## config.mk

```make
export PLATFORM = sky130hd
export DESIGN_NAME = mux_8x1
export DESIGN_NICKNAME = d
export VERILOG_FILES = /design/src/rtl/mux_8x1.sv
export SDC_FILE = /design/constraint.sdc
export NUM_CORES = 1
export LEC_CHECK = 0
export ABC_CLOCK_PERIOD_IN_PS = 3100
export BUFFER_PORTS_ARGS = -buffer_cell sky130_fd_sc_hd__buf_2
export CORE_AREA = 4 4 41 43
export CTS_CLUSTER_SIZE = 25
export DETAILED_ROUTE_END_ITERATION = 12
export DIE_AREA = 0 0 45 47
export GPL_TIMING_DRIVEN = 0
export HOLD_SLACK_MARGIN = 0.05
export PLACE_DENSITY = 0.7
export SLEW_MARGIN = 20
export SYNTH_ARGS = -nofsm -noshare
export SYNTH_HDL_FRONTEND = slang
export SYNTH_SLANG_ARGS = --single-unit
```

## constraint.sdc

```tcl
create_clock -name clk -period 3.1 [get_ports clk]
set_input_delay 0.31 -clock clk [delete_from_list [all_inputs] [get_ports clk]]
set_output_delay 0.31 -clock clk [all_outputs]
set_load 0.01 [all_outputs]
```

## src/rtl/mux_8x1.sv

```systemverilog
// rtl/mux_8x1.sv - registered 8:1 word mux from three 4:1 stages; MUX_8X1_PARITY_EN adds y_parity
module mux_4x1 #(
    parameter int WIDTH = 3
) (
    input  logic [WIDTH-1:0] d0,
    input  logic [WIDTH-1:0] d1,
    input  logic [WIDTH-1:0] d2,
    input  logic [WIDTH-1:0] d3,
    input  logic [1:0]       s,
    output logic [WIDTH-1:0] y
);
    always_comb begin
        y = d0;
        case (s)
            2'd0:    y = d0;
            2'd1:    y = d1;
            2'd2:    y = d2;
            2'd3:    y = d3;
            default: y = d0;
        endcase
    end
endmodule

module mux_8x1 #(
    parameter int WIDTH = 3
) (
    input  logic             clk,
    input  logic             rst,
    input  logic             in_valid,
    input  logic [WIDTH-1:0] i0,
    input  logic [WIDTH-1:0] i1,
    input  logic [WIDTH-1:0] i2,
    input  logic [WIDTH-1:0] i3,
    input  logic [WIDTH-1:0] i4,
    input  logic [WIDTH-1:0] i5,
    input  logic [WIDTH-1:0] i6,
    input  logic [WIDTH-1:0] i7,
    input  logic [2:0]       sel,
`ifdef MUX_8X1_PARITY_EN
    output logic             y_parity,
`endif
    output logic [WIDTH-1:0] y,
    output logic             out_valid
);
    logic [WIDTH-1:0] leaf_a;
    logic [WIDTH-1:0] leaf_b;
    logic [WIDTH-1:0] root_y;

    mux_4x1 #(.WIDTH(WIDTH)) u_leaf_a (
        .d0(i0), .d1(i1), .d2(i2), .d3(i3), .s(sel[1:0]), .y(leaf_a)
    );

    mux_4x1 #(.WIDTH(WIDTH)) u_leaf_b (
        .d0(i4), .d1(i5), .d2(i6), .d3(i7), .s(sel[1:0]), .y(leaf_b)
    );

    // Root only ever uses its lower half; upper inputs mirror it so the stage stays a plain 4:1.
    mux_4x1 #(.WIDTH(WIDTH)) u_root (
        .d0(leaf_a), .d1(leaf_b), .d2(leaf_a), .d3(leaf_b), .s({1'b0, sel[2]}), .y(root_y)
    );

    always_ff @(posedge clk) begin
        if (rst) begin
            y         <= '0;
            out_valid <= 1'b0;
        end else begin
            out_valid <= in_valid;
            if (in_valid) begin
                y <= root_y;
            end
        end
    end

`ifdef MUX_8X1_PARITY_EN
    always_ff @(posedge clk) begin
        if (rst) begin
            y_parity <= 1'b0;
        end else if (in_valid) begin
            y_parity <= ^root_y;
        end
    end
`endif
endmodule

```

==> flow_summary.rst <==
.. list-table::
   :header-rows: 1

   * - Metric
     - Value
   * - Wire length of the first global-routing pass
     - 1280 um
   * - Worst path max stage delay
     - 0.46 ns
   * - Area after DPL
     - between 500 and 600 um2
   * - Maximum clock rate
     - 0.809 GHz
   * - Power density over the cells
     - 333 nW/um2
   * - Core region area
     - 1300 um2
   * - Hold buffer count at cts
     - 0
   * - Clock insertion delay at the later pin of the skew report
     - 0.23 ns
   * - Storage element area
     - 80.1 um2
   * - Via count
     - 358
   * - Vias in the first global route
     - 330
   * - Number of ports placed on the die boundary
     - 34
   * - Clock share of power
     - 36.9%
   * - Number of distinct library cells after synthesis
     - 7
   * - Routability Congestion
     - 0.609
   * - Vias per cell
     - between 4 and 5
   * - Net switching power
     - roughly 43 uW
   * - Multi-input gate area in the final layout
     - ~230 um2
   * - Final worst clock skew
     - 0 ns
   * - PnR worst setup slack
     - 1.86 ns
   * - Launch instance of the worst min-delay path
     - rst
   * - Maximum number of pins on one net before global-route repair
     - 11
   * - Post-route minimum period
     - 1.24 ns
   * - Avg WL per Cell
     - 10.0 um
   * - Worst min path class
     - input pin to flop
   * - Number of I/O port buffers
     - 33
   * - Total power draw
     - 175 uW
   * - Post-CTS Setup Repair Bufs
     - 0
   * - Overall routing resource usage
     - 9.04%
   * - Critical Path Source
     - sel[0]
   * - GRT met2 Usage
     - 15.3%
   * - Crit Path Max Fanout
     - 10
   * - Cts bufs inserted
     - 3
   * - Internal portion of total power
     - approximately 130 uW
   * - Non-Filler Cell Area, Final
     - ~530 um2
   * - Net count after synthesis
     - 57
   * - Startpoint kind of the worst setup timing path
     - input pin
   * - Final core utilization
     - 40.4%
   * - Synthesized flop and latch total
     - 4
   * - Detailed-router iteration count before antenna repair
     - 1
   * - Area share of fa/ha/maj cells after synthesis
     - 0%
   * - Worst reg2reg path endpoint
     - y[0]
   * - Number of pins with negative max-slew slack in the final report
     - 0
   * - # DRC
     - 0
   * - Sw Share
     - 24.4%
   * - TritonCTS clock tree
     - yes
   * - Worst reg2reg path startpoint
     - y[0]
   * - Post-synth design cell area
     - 319 um2
   * - Max clock buf depth
     - 2
   * - Master of the slowest instance on the critical path
     - sky130_fd_sc_hd__mux4_2
   * - Avg Inst Size Synth
     - 11.8 um2
   * - Gate Count Post-Synth
     - 27
   * - Slew at the pin closest to its max-slew limit
     - 0.165 ns
   * - Dominant combinational cell family by area after synthesis
     - multiplexers
   * - Minimum hold slack
     - 0.281 ns
   * - Number of standard-cell rows in the floorplan
     - 13
   * - Endpoint required time on the critical path
     - roughly 3.3 ns
   * - Post-route insts no fill
     - 78
   * - Layout cell share with drive strength beyond 1
     - 63.5%
   * - Critical path endpoint
     - y[0]
   * - Starting density of the core
     - 24.5%
   * - Fraction of power consumed by combinational cells
     - 30.4%
   * - Proportion of synthesized area in mux cells
     - 58.8%
   * - Worst slew margin
     - between 80 and 90%
   * - Final cycle utilization of the critical path
     - 39.9%
   * - Kind of critical path
     - input pin to flop
   * - Fillcell total
     - ~150
   * - Net count of the finished layout
     - 95
   * - Met3 track demand over resource in global routing
     - 3.45%
   * - DP Worst Slack
     - 1.61 ns
   * - Chain of cells forming the critical path
     - buf_2 > buf_6 > mux2i_1 > mux4_2 > a211oi_1
   * - Horizontal die dimension
     - 45 um
   * - Count of maximum capacitance violations
     - 0
   * - Worst-case reg-to-reg path depth
     - 2
   * - Simple-gate area share of the yosys netlist
     - 5.49%
   * - Sequential area share after synthesis
     - between 20% and 30%
   * - Static leakage
     - 0.288 nW
   * - Xor and xnor area share after synthesis
     - 0%
   * - 1st-iter DRT viols
     - 0
   * - Number of nets with antenna violations after routing
     - 0
   * - Antenna violations before repair
     - 0
   * - Setup TNS after final layout
     - 0 ns
   * - Die Area
     - 2120 um2
   * - Overall overflow remaining after global route
     - 0
   * - Top Usage Layer GRT
     - met2
   * - Clock Sink Count
     - 4
   * - Unrepaired setup endpoints after global routing
     - no
   * - Reg-to-reg slack, setup
     - 2.47 ns
   * - Synth warn
     - 0
   * - Routed WL
     - 783 um
   * - Fraction of the mapped netlist area in compound gates
     - 7.06%
   * - Clock tree root driver cell
     - sky130_fd_sc_hd__clkbuf_4
   * - Worst ir drop on vdd
     - 0.113 mV
   * - Outcome
     - completed
   * - Met1 demand-to-capacity share in global routing
     - under 10%
   * - Clock-pin transition on the worst setup and hold timing paths
     - 0.04 ns
   * - Hold violation total from the final report
     - 0
   * - Area grow syn2layout
     - 64.7%
   * - Worst Path Arrival
     - 1.39 ns
   * - Die H
     - ~47 um
   * - Sequential cell fraction of total power
     - between 30% and 40%
   * - Number of placed instances, taps included
     - 75
   * - Final-report setup violation count
     - 0
   * - Crit end category
     - flop
   * - Depth of the CTS H-tree
     - 1
   * - Count of inserted antenna diode cells
     - 0
   * - Post-CTS resize count
     - 0
## sequential cells by signal, indices dropped and copies added, names as in the netlist
| register | count |
|---|---|
| out_valid | 1 |
| y | 3 |
## worst max-delay path, delay by kind of cell
kind / cells / cell delay (ns)
muxes: 2 / 0.58
AOI/OAI and AO/OA: 1 / 0.22
buffers and inverters: 2 / 0.28
## worst min-delay path by stage
| stage | to | slack (ns) | cells after the start |
|---|---|---|---|
| after floorplan | out_valid | 0.38 | 1 |
| after global placement | y[2] | 0.47 | 2 |
| after detailed placement | y[2] | 0.48 | 2 |
| after CTS | out_valid | 0.27 | 2 |
| after global routing | out_valid | 0.29 | 2 |
| final | out_valid | 0.28 | 2 |
## cells in the mapped netlist
master	number	area share (%)
sky130_fd_sc_hd__a211oi_1	3	7.1
sky130_fd_sc_hd__buf_6	1	3.5
sky130_fd_sc_hd__dfxtp_1	4	25
sky130_fd_sc_hd__mux2i_1	12	38
sky130_fd_sc_hd__mux4_2	3	21
sky130_fd_sc_hd__nor2_1	3	3.5
sky130_fd_sc_hd__nor2b_1	1	2.0
## routing by layer
layer	vias to the layer above	part of all wire (%)
li1	179	-
met1	141	32
met2	34	44
met3	4	20
met4	0	4.0
met5	-	0
## power groups by stage
stage / combinational, mW / clock (mW) / sequential, mW
global route: 0.0598 / 0.0722 / 0.0576
finish: 0.0532 / 0.0647 / 0.0572
floorplan: 0.0250 / 0 / 0.0603
detailed placement: 0.0542 / 0 / 0.0581
CTS: 0.0544 / 0.0684 / 0.0573
global placement: 0.0533 / 0 / 0.0580
## cells in the final DEF, fill, tap and decap left out
| master | count |
|---|---|
| sky130_fd_sc_hd__nor2b_1 | 1 |
| sky130_fd_sc_hd__buf_2 | 33 |
| sky130_fd_sc_hd__mux2i_1 | 12 |
| sky130_fd_sc_hd__dfxtp_1 | 4 |
| sky130_fd_sc_hd__a211oi_1 | 3 |
| sky130_fd_sc_hd__buf_6 | 1 |
| sky130_fd_sc_hd__clkbuf_4 | 3 |
| sky130_fd_sc_hd__mux4_2 | 3 |
| sky130_fd_sc_hd__nor2_1 | 3 |
## logic make-up (layout without fill, tap and decap cells)
family / count (synthesis) / count (layout)
AND/OR/NAND/NOR: 4 / 4
buffers and inverters: 1 / 37
multiplexers: 15 / 15
AO/OA/AOI/OAI: 3 / 3
flip-flops: 4 / 4
## layout make-up
cell class / instances / share of cell area [%]
Multi-Input combinational cell: 22 / 43.3
Clock buffer: 3 / 4.29
Sequential cell: 4 / 15.2
Tap cell: 15 / 3.57
Timing Repair Buffer: 33 / 31.4
Buffer: 1 / 2.14
No activity file was read; power rests on OpenSTA's default activity.
